## config.mk

```make
export PLATFORM = sky130hd
export DESIGN_NAME = cache_refill_buffer_flat
export DESIGN_NICKNAME = d
export VERILOG_FILES = /design/src/rtl/cache_pkg.sv /design/src/rtl/cache_refill_buffer_if.sv /design/src/rtl/cache_refill_buffer_beat_merge.sv /design/src/rtl/cache_refill_buffer.sv /design/src/flat_wrapper.sv
export SDC_FILE = /design/constraint.sdc
export NUM_CORES = 2
export LEC_CHECK = 0
export CORE_AREA = 2 2 288 290
export DETAILED_ROUTE_END_ITERATION = 16
export DIE_AREA = 0 0 290 292
export REMOVE_ABC_BUFFERS = 1
export SYNTH_ARGS = -nofsm -noshare
export SYNTH_HDL_FRONTEND = slang
export SYNTH_SLANG_ARGS = --single-unit
```

## constraint.sdc

```tcl
create_clock -name clk -period 4.1 [get_ports clk]
set_input_delay 0.82 -clock clk [delete_from_list [all_inputs] [get_ports clk]]
set_output_delay 0.82 -clock clk [all_outputs]
set_load 0.005 [all_outputs]
```

## src/rtl/cache_pkg.sv

```systemverilog
// Shared definitions for the cache refill buffer.
//
// Holds the bus/line geometry, the refill FSM state type and two small
// helpers: line-address alignment and byte-mask expansion. Every rtl/
// file and the bench import this package.
package cache_pkg;

    localparam int DATA_WIDTH      = 32;
    localparam int CACHE_LINE_SIZE = 512;
    localparam int ADDR_WIDTH      = 32;

    localparam int MASK_W      = DATA_WIDTH / 8;
    localparam int BEATS       = CACHE_LINE_SIZE / DATA_WIDTH;
    localparam int OFF_W       = $clog2(BEATS);
    localparam int LINE_BYTE_W = $clog2(CACHE_LINE_SIZE / 8);

    // Burst length field uses the "beats minus one" encoding.
    localparam logic [7:0] BURST_LEN = 8'(BEATS - 1);

    typedef enum logic [1:0] {
        IDLE  = 2'd0,
        REQ   = 2'd1,
        RECV  = 2'd2,
        WRITE = 2'd3
    } state_t;

    // Clear the byte-within-line bits so the address points at the first
    // byte of the line.
    function automatic logic [ADDR_WIDTH-1:0] align_line(input logic [ADDR_WIDTH-1:0] addr);
        logic [ADDR_WIDTH-1:0] keep;
        keep = '1;
        keep = keep << LINE_BYTE_W;
        return addr & keep;
    endfunction

    // Expand one enable bit per byte into a full-width bit mask.
    function automatic logic [DATA_WIDTH-1:0] expand_mask(input logic [MASK_W-1:0] mask);
        logic [DATA_WIDTH-1:0] ext;
        ext = '0;
        for (int b = 0; b < MASK_W; b++) begin
            ext[8*b +: 8] = {8{mask[b]}};
        end
        return ext;
    endfunction

endpackage

```

## src/rtl/cache_refill_buffer_if.sv

```systemverilog
// Signal bundle between the cache refill buffer and its neighbours.
//
// Groups three channels:
//   miss_*     : miss request from the miss-detect logic
//   rd_req_* /
//   rd_resp_*  : burst read request and read-beat response of the memory bus
//   word_* /
//   line_* /
//   err        : critical-word forward, assembled line to the data array,
//                sticky burst protocol error
//
// Modports:
//   slave  : the refill buffer's view
//   master : the environment's view (miss source, memory, data array)
interface cache_refill_buffer_if;
    import cache_pkg::*;

    // miss request
    logic                       miss_valid;
    logic                       miss_ready;
    logic [ADDR_WIDTH-1:0]      miss_addr;
    logic [OFF_W-1:0]           miss_offset;
    logic                       miss_we;
    logic [DATA_WIDTH-1:0]      miss_wdata;
    logic [MASK_W-1:0]          miss_wmask;

    // burst read request
    logic                       rd_req_valid;
    logic                       rd_req_ready;
    logic [ADDR_WIDTH-1:0]      rd_req_addr;
    logic [7:0]                 rd_req_len;

    // read beats
    logic                       rd_resp_valid;
    logic                       rd_resp_ready;
    logic [DATA_WIDTH-1:0]      rd_resp_data;
    logic                       rd_resp_last;

    // critical word / line write / status
    logic                       word_valid;
    logic [DATA_WIDTH-1:0]      word_data;
    logic                       line_valid;
    logic                       line_ready;
    logic [CACHE_LINE_SIZE-1:0] line_data;
    logic [ADDR_WIDTH-1:0]      line_addr;
    logic                       err;

    modport slave (
        input  miss_valid, miss_addr, miss_offset, miss_we, miss_wdata, miss_wmask,
        output miss_ready,
        output rd_req_valid, rd_req_addr, rd_req_len,
        input  rd_req_ready,
        input  rd_resp_valid, rd_resp_data, rd_resp_last,
        output rd_resp_ready,
        output word_valid, word_data,
        output line_valid, line_data, line_addr,
        input  line_ready,
        output err
    );

    modport master (
        output miss_valid, miss_addr, miss_offset, miss_we, miss_wdata, miss_wmask,
        input  miss_ready,
        input  rd_req_valid, rd_req_addr, rd_req_len,
        output rd_req_ready,
        output rd_resp_valid, rd_resp_data, rd_resp_last,
        input  rd_resp_ready,
        input  word_valid, word_data,
        input  line_valid, line_data, line_addr,
        output line_ready,
        input  err
    );

endinterface

```

## src/rtl/cache_refill_buffer_beat_merge.sv

```systemverilog
// Byte-mask merge of a store word into a memory word.
//
// Ports:
//   i_old    : word as returned by memory
//   i_new    : pending store data
//   i_mask   : store byte enables, one bit per byte
//   i_en     : merge enable; when low the old word passes unchanged
//   o_merged : merged word
module beat_merge
    import cache_pkg::*;
(
    input  logic [DATA_WIDTH-1:0] i_old,
    input  logic [DATA_WIDTH-1:0] i_new,
    input  logic [MASK_W-1:0]     i_mask,
    input  logic                  i_en,
    output logic [DATA_WIDTH-1:0] o_merged
);

    logic [DATA_WIDTH-1:0] w_ext_mask;

    assign w_ext_mask = i_en ? expand_mask(i_mask) : '0;
    assign o_merged   = (i_old & ~w_ext_mask) | (i_new & w_ext_mask);

endmodule

```

## src/rtl/cache_refill_buffer.sv

```systemverilog
// Cache line refill buffer.
//
// Accepts one line miss, issues a single burst read for the line, collects
// BEATS sequential words into a line buffer (merging the pending store bytes
// into the requested word on a store miss), forwards the requested word early
// on a load miss and finally presents the whole line for the data-array write.
//
// Ports:
//   clk          : clock
//   reset        : synchronous, active-high reset; aborts any refill in flight
//   bus          : slave modport of cache_refill_buffer_if (miss, burst read,
//                  critical word, line write, err)
//   o_dbg_state  : current FSM state, for observation only
//
// Handshakes: every valid/ready pair transfers on a rising clk edge where both
// are high. A source holds valid and its payload stable until that edge; the
// sink may raise or lower ready freely. word_valid is a one-cycle pulse with
// no ready.
module cache_refill_buffer
    import cache_pkg::*;
(
    input  logic                   clk,
    input  logic                   reset,
    cache_refill_buffer_if.slave   bus,
    output state_t                 o_dbg_state
);

    // ------------------------------------------------------------------
    // Registers
    // ------------------------------------------------------------------
    state_t                               r_state;
    logic [ADDR_WIDTH-1:0]                r_addr;
    logic [OFF_W-1:0]                     r_offset;
    logic                                 r_we;
    logic [DATA_WIDTH-1:0]                r_wdata;
    logic [MASK_W-1:0]                    r_wmask;
    logic [OFF_W-1:0]                     r_cnt;
    logic [BEATS-1:0][DATA_WIDTH-1:0]     r_line;
    logic                                 r_err;
    logic                                 r_word_valid;
    logic [DATA_WIDTH-1:0]                r_word_data;

    // ------------------------------------------------------------------
    // Wires
    // ------------------------------------------------------------------
    state_t                w_next_state;
    logic                  w_miss_hs;
    logic                  w_req_hs;
    logic                  w_beat_hs;
    logic                  w_line_hs;
    logic                  w_hit_offset;
    logic                  w_final_slot;
    logic                  w_burst_end;
    logic                  w_burst_err;
    logic                  w_zero_merge;
    logic [DATA_WIDTH-1:0] w_merged;

    assign w_miss_hs    = (r_state == IDLE)  && bus.miss_valid;
    assign w_req_hs     = (r_state == REQ)   && bus.rd_req_ready;
    assign w_beat_hs    = (r_state == RECV)  && bus.rd_resp_valid;
    assign w_line_hs    = (r_state == WRITE) && bus.line_ready;

    assign w_hit_offset = (r_cnt == r_offset);
    assign w_final_slot = (r_cnt == OFF_W'(BEATS - 1));

    // The burst ends on the last flag or when the buffer's final slot is
    // filled, whichever comes first. Any disagreement between the two is a
    // protocol error: early last, or a missing last on the final slot.
    assign w_burst_end  = w_beat_hs && (bus.rd_resp_last || w_final_slot);
    assign w_burst_err  = w_beat_hs && (bus.rd_resp_last != w_final_slot);

    // An early last leaves the requested slot unfilled; a pending store is
    // still merged into it, onto a zero word.
    assign w_zero_merge = w_beat_hs && bus.rd_resp_last && r_we && (r_offset > r_cnt);

    beat_merge u_beat_merge (
        .i_old    (bus.rd_resp_data),
        .i_new    (r_wdata),
        .i_mask   (r_wmask),
        .i_en     (r_we && w_hit_offset),
        .o_merged (w_merged)
    );

    // ------------------------------------------------------------------
    // FSM: state register
    // ------------------------------------------------------------------
    always_ff @(posedge clk) begin
        if (reset) begin
            r_state <= IDLE;
        end else begin
            r_state <= w_next_state;
        end
    end

    // ------------------------------------------------------------------
    // FSM: next state
    // ------------------------------------------------------------------
    always_comb begin
        w_next_state = r_state;
        case (r_state)
            IDLE:    if (w_miss_hs)   w_next_state = REQ;
            REQ:     if (w_req_hs)    w_next_state = RECV;
            RECV:    if (w_burst_end) w_next_state = WRITE;
            WRITE:   if (w_line_hs)   w_next_state = IDLE;
            default:                  w_next_state = IDLE;
        endcase
    end

    // ------------------------------------------------------------------
    // FSM: outputs
    // ------------------------------------------------------------------
    always_comb begin
        bus.miss_ready    = 1'b0;
        bus.rd_req_valid  = 1'b0;
        bus.rd_resp_ready = 1'b0;
        bus.line_valid    = 1'b0;
        case (r_state)
            IDLE:    bus.miss_ready    = 1'b1;
            REQ:     bus.rd_req_valid  = 1'b1;
            RECV:    bus.rd_resp_ready = 1'b1;
            WRITE:   bus.line_valid    = 1'b1;
            default: ;
        endcase
    end

    // ------------------------------------------------------------------
    // Datapath
    // ------------------------------------------------------------------
    always_ff @(posedge clk) begin
        if (reset) begin
            r_addr       <= '0;
            r_offset     <= '0;
            r_we         <= 1'b0;
            r_wdata      <= '0;
            r_wmask      <= '0;
            r_cnt        <= '0;
            r_line       <= '0;
            r_err        <= 1'b0;
            r_word_valid <= 1'b0;
            r_word_data  <= '0;
        end else begin
            r_word_valid <= 1'b0;

            if (w_miss_hs) begin
                r_addr   <= align_line(bus.miss_addr);
                r_offset <= bus.miss_offset;
                r_we     <= bus.miss_we;
                r_wdata  <= bus.miss_wdata;
                r_wmask  <= bus.miss_wmask;
                r_cnt    <= '0;
                r_line   <= '0;
                r_err    <= 1'b0;
            end

            if (w_beat_hs) begin
                r_line[r_cnt] <= w_merged;
                // Hold the counter on the closing beat so it never wraps.
                if (!w_burst_end) begin
                    r_cnt <= r_cnt + OFF_W'(1);
                end
                if (w_burst_err) begin
                    r_err <= 1'b1;
                end
                // Critical word goes out raw, one cycle after its beat.
                if (!r_we && w_hit_offset) begin
                    r_word_valid <= 1'b1;
                    r_word_data  <= bus.rd_resp_data;
                end
                // r_offset > r_cnt here, so this never collides with the
                // beat write above.
                if (w_zero_merge) begin
                    r_line[r_offset] <= r_wdata & expand_mask(r_wmask);
                end
            end
        end
    end

    // ------------------------------------------------------------------
    // Output data
    // ------------------------------------------------------------------
    assign bus.rd_req_addr = r_addr;
    assign bus.rd_req_len  = BURST_LEN;
    assign bus.word_valid  = r_word_valid;
    assign bus.word_data   = r_word_data;
    assign bus.line_data   = r_line;
    assign bus.line_addr   = r_addr;
    assign bus.err         = r_err;
    assign o_dbg_state     = r_state;

endmodule

```

## src/flat_wrapper.sv

```systemverilog
// flat-port wrapper written by rule: the top's interface ports become plain ports
module cache_refill_buffer_flat import cache_pkg::*;
  (clk, reset, o_dbg_state, bus_miss_valid, bus_miss_addr, bus_miss_offset, bus_miss_we, bus_miss_wdata, bus_miss_wmask, bus_miss_ready, bus_rd_req_valid, bus_rd_req_addr, bus_rd_req_len, bus_rd_req_ready, bus_rd_resp_valid, bus_rd_resp_data, bus_rd_resp_last, bus_rd_resp_ready, bus_word_valid, bus_word_data, bus_line_valid, bus_line_data, bus_line_addr, bus_line_ready, bus_err);
  cache_refill_buffer_if bus_i ();
  input  logic clk;
  input  logic reset;
  output state_t o_dbg_state;
  input wire logic [$bits(bus_i.miss_valid)-1:0] bus_miss_valid;
  input wire logic [$bits(bus_i.miss_addr)-1:0] bus_miss_addr;
  input wire logic [$bits(bus_i.miss_offset)-1:0] bus_miss_offset;
  input wire logic [$bits(bus_i.miss_we)-1:0] bus_miss_we;
  input wire logic [$bits(bus_i.miss_wdata)-1:0] bus_miss_wdata;
  input wire logic [$bits(bus_i.miss_wmask)-1:0] bus_miss_wmask;
  output wire logic [$bits(bus_i.miss_ready)-1:0] bus_miss_ready;
  output wire logic [$bits(bus_i.rd_req_valid)-1:0] bus_rd_req_valid;
  output wire logic [$bits(bus_i.rd_req_addr)-1:0] bus_rd_req_addr;
  output wire logic [$bits(bus_i.rd_req_len)-1:0] bus_rd_req_len;
  input wire logic [$bits(bus_i.rd_req_ready)-1:0] bus_rd_req_ready;
  input wire logic [$bits(bus_i.rd_resp_valid)-1:0] bus_rd_resp_valid;
  input wire logic [$bits(bus_i.rd_resp_data)-1:0] bus_rd_resp_data;
  input wire logic [$bits(bus_i.rd_resp_last)-1:0] bus_rd_resp_last;
  output wire logic [$bits(bus_i.rd_resp_ready)-1:0] bus_rd_resp_ready;
  output wire logic [$bits(bus_i.word_valid)-1:0] bus_word_valid;
  output wire logic [$bits(bus_i.word_data)-1:0] bus_word_data;
  output wire logic [$bits(bus_i.line_valid)-1:0] bus_line_valid;
  output wire logic [$bits(bus_i.line_data)-1:0] bus_line_data;
  output wire logic [$bits(bus_i.line_addr)-1:0] bus_line_addr;
  input wire logic [$bits(bus_i.line_ready)-1:0] bus_line_ready;
  output wire logic [$bits(bus_i.err)-1:0] bus_err;
  assign bus_i.miss_valid = bus_miss_valid;
  assign bus_i.miss_addr = bus_miss_addr;
  assign bus_i.miss_offset = bus_miss_offset;
  assign bus_i.miss_we = bus_miss_we;
  assign bus_i.miss_wdata = bus_miss_wdata;
  assign bus_i.miss_wmask = bus_miss_wmask;
  assign bus_miss_ready = bus_i.miss_ready;
  assign bus_rd_req_valid = bus_i.rd_req_valid;
  assign bus_rd_req_addr = bus_i.rd_req_addr;
  assign bus_rd_req_len = bus_i.rd_req_len;
  assign bus_i.rd_req_ready = bus_rd_req_ready;
  assign bus_i.rd_resp_valid = bus_rd_resp_valid;
  assign bus_i.rd_resp_data = bus_rd_resp_data;
  assign bus_i.rd_resp_last = bus_rd_resp_last;
  assign bus_rd_resp_ready = bus_i.rd_resp_ready;
  assign bus_word_valid = bus_i.word_valid;
  assign bus_word_data = bus_i.word_data;
  assign bus_line_valid = bus_i.line_valid;
  assign bus_line_data = bus_i.line_data;
  assign bus_line_addr = bus_i.line_addr;
  assign bus_i.line_ready = bus_line_ready;
  assign bus_err = bus_i.err;
  cache_refill_buffer u_core (.clk(clk), .reset(reset), .bus(bus_i), .o_dbg_state(o_dbg_state));
endmodule
```

==> flow_summary.yaml <==
status:
  status: "completed"
power_and_ir_drop:
  netSwitchingFraction: 0.309
  clock_power_share: 0.431
  p_seq_frac: 0.390
  p_sw_mw: 5.06
  p_int_mw: 11.3
  p_total_mw: 16.4
  p_per_area_mw_per_mm2: 435
  vdd_drop_max_mv: 0.342
  combinationalPowerShare: 0.179
  leakage_nw: 13.7
critical_path:
  cp.required_ns: 4.59
  crit_start: "u_core.r_cnt[3]$_SDFF_PP0_"
  crit_path_cell_trace: "inv_1 > ha_1 > and4_1 > and3_1 > buf_4 > mux2i_4 > buf_4 > nand2_1 > a32o_1"
  crit_type: "reg -> reg"
  critical-path-top-delay-family: "simple AND/OR/NAND/NOR gates"
  crit_fanout: 15
  cp-end-kind: "flop"
  rr_startpoint: "u_core.r_cnt[3]$_SDFF_PP0_"
  critical-path-slowest-cell: "and3_1"
  startpoint_type: "flop"
  critPathMaxStageDelay_ns: 0.53
  cp.arrival_ns: 3.99
  cpMostUsedCell: "buf_4"
  critical_path_buf_inv_count: 3
global_route:
  grt_max_degree: 87
  overflow: 0
  use_met2: 0.510
  gr-usage-all-layers: 0.317
  antenna_found_initial: 5
  grtUsageMet3: 0.0811
  grt_pass1_vias: 25500
  use_met1: 0.406
  busiest_layer: "met2"
  grt_pass1_wl_microns: 195000
synthesis:
  synth_top_family_by_area: "compound AO/OA/AOI/OAI gates"
  synthXorXnorAreaFrac: 0
  synth-simple-area-share: 0.188
  synthCells: 3069
  synth_compound_area_frac: 0.256
  synth.area.mux_share: 0.0126
  synth.avg_cell_area_sq_um: 8.57
  synthAdderAreaFrac: 0.00618
  ys_seq_area_frac: 0.471
  synth_edf_count: 0
  synthArstFlopShare: 0
  ys_seq_elements: 619
  synth_area_sq_mm: 0.0263
  ys_types: 41
  synth_flop_cell: "dfxtp_1"
  ys_warn_count: 0
worst_hold_path:
  hp-start: "u_core.bus.word_data[4]$_SDFFE_PP0P_"
  min_path_type: "reg -> reg"
job:
  cap_violations: 0
route:
  routedWlPerCell_microns: 29.4
  via_per_inst: 5.71
  drc: 0
  ant_nets: 0
  first_pass_iters: 6
  drt_iter0_drc: 3162
  num_vias: 27400
  wl_microns: 141000
sta:
  post-route-period-util: 0.853
  finalSetupViolations: 0
  tightest_slew_ns: 1.13
  period_needed_ns: 3.50
  finalWorstSetupSlack_ns: 0.602
  rsz0062_at_grt: "no"
  drv_slew: 0
  hold_viol_final: 0
  skew_ns: 0.0333
  max_freq_ghz: 0.286
  slew_headroom: 0.242
final_layout:
  nets: 3779
  areaGrowthSynthToFinish_pct: 43.3
  layout-drive-gt1-share: 0.0989
  layout.cells.non_filler: 4787
cts:
  cts_tree: "yes"
  cts_root_buffer: "clkbuf_16"
  cts.sinks: 619
  cts_resized: 0
  cts_buffer_depth: 3
  clk_latency_ns: 0.63
  clkSlewWorstSetupHoldPaths_ns: 0.06
  cts_buffers: 74
  cts_htree_levels: 3
  post_cts.repair.setup_buffers: 0
  cts_hold_buf: 0
placed_design:
  place.gp.congestion: 0.866
  place_ws_ns: 0.555
  dp_cells: 4648
  port_buffers: 709
  dp_hpwl_microns: 92300
floorplanning:
  fp-row-count: 105
  core_sq_mm: 0.0816
  initial_core_util: 0.322
  dieArea_sq_mm: 0.0847
  pin_count: 736
  die_y_microns: 292
  fp.dieW_microns: 290
synthesized netlist by cell type (11+ instances only):
cell	number	area, sq um
nand2_1	1214	4560
dfxtp_1	619	12400
a32o_1	465	4650
clkbuf_1	244	916
a21oi_1	121	606
buf_2	74	370
buf_4	48	360
mux2i_1	33	330
a21o_1	32	240
a221oi_1	31	272
nor2_1	26	97.6
nor3_1	17	85.1
a2111oi_4	16	440
a221o_1	14	140
ha_1	13	163
inv_1	12	45.0
o211ai_1	11	82.6
per-stage QoR:
stage	hold slack, ns	TNS (ns)	cell area [sq um]	util
finish	0.452	0	37700	0.462
global route	0.475	0	37700	0.462
CTS	0.454	0	37700	0.462
detailed placement	0.446	0	35100	0.430
global placement	0.442	0	35100	0.430
floorplan	0.443	-925.10	24700	-
worst reg2reg max path: cells and delay by family, from the launching register on:
kind	cells	cell delay, ns
AND/OR/NAND/NOR	3	1.18
multiplexers	1	0.23
flip-flops	1	0.47
AO/OA/AOI/OAI	1	0.27
buffers and inverters	3	0.80
adder cells (fa/ha/maj)	1	0.43
final timing paths:
path                                                to  slack [ns]  depth (start not counted)
setup / recovery  u_core.bus.line_data[388]$_SDFF_PP0_        0.60                          9
hold / removal    u_core.bus.word_data[4]$_SDFFE_PP0P_        0.45                          2
setup reg to reg  u_core.bus.line_data[388]$_SDFF_PP0_        0.60                          9
hold reg to reg   u_core.bus.word_data[4]$_SDFFE_PP0P_        0.45                          2
routing by layer:
metal / vias up / routed length [microns]
li1: 12000 / -
met1: 13400 / 57000
met2: 1600 / 64500
met3: 275 / 13300
met4: 4 / 6050
met5: - / 23
kinds of logic after synthesis:
logic type	Yosys count
adder cells (fa/ha/maj)	13
AND/OR/NAND/NOR	1291
buffers and inverters	386
multiplexers	33
other	2
flip-flops	619
AO/OA/AOI/OAI	725
state kept, by name, indices dropped and copies added, names as in the netlist:
signal                 count
u_core.bus.err             1
u_core.bus.line_addr      26
u_core.bus.line_data     512
u_core.bus.word_data      32
u_core.bus.word_valid      1
u_core.o_dbg_state         2
u_core.r_cnt               4
u_core.r_offset            4
u_core.r_wdata            32
u_core.r_we                1
u_core.r_wmask             4
placed cells by master, fill, tap and decap left out, drive strengths merged, types with 8 or more instances in the layout:
cell type,n
nand2,1214
clkdlybuf4s50,708
dfxtp,619
a32o,465
buf,157
a21oi,121
clkbuf,103
mux2i,33
a21o,32
a221oi,31
nor2,26
conb,20
nor3,17
clkinv,17
a2111oi,16
a221o,14
ha,13
inv,13
a311oi,12
o211ai,11
bufinv,9
nand3,8
power by group through the flow:
stage	Combinational, mW	Sequential [mW]	Clock, mW
floorplan	1.25	6.48	0
global placement	2.89	6.53	0
detailed placement	2.91	6.53	0
CTS	2.92	6.40	7.13
global route	3.10	6.42	7.38
finish	2.94	6.40	7.07
cell type report:
| class | count | area, sq um |
|---|---|---|
| antenna | 6 | 15.0 |
| timing repair buffer | 865 | 8380 |
| multi-input combinational | 2082 | 12900 |
| fill | 7813 | 43900 |
| inverter | 12 | 45.0 |
| sequential | 619 | 12400 |
| clock inverter | 30 | 445 |
| tap | 1070 | 1340 |
| clock buffer | 103 | 2130 |
(Power assumes the default switching activity.)
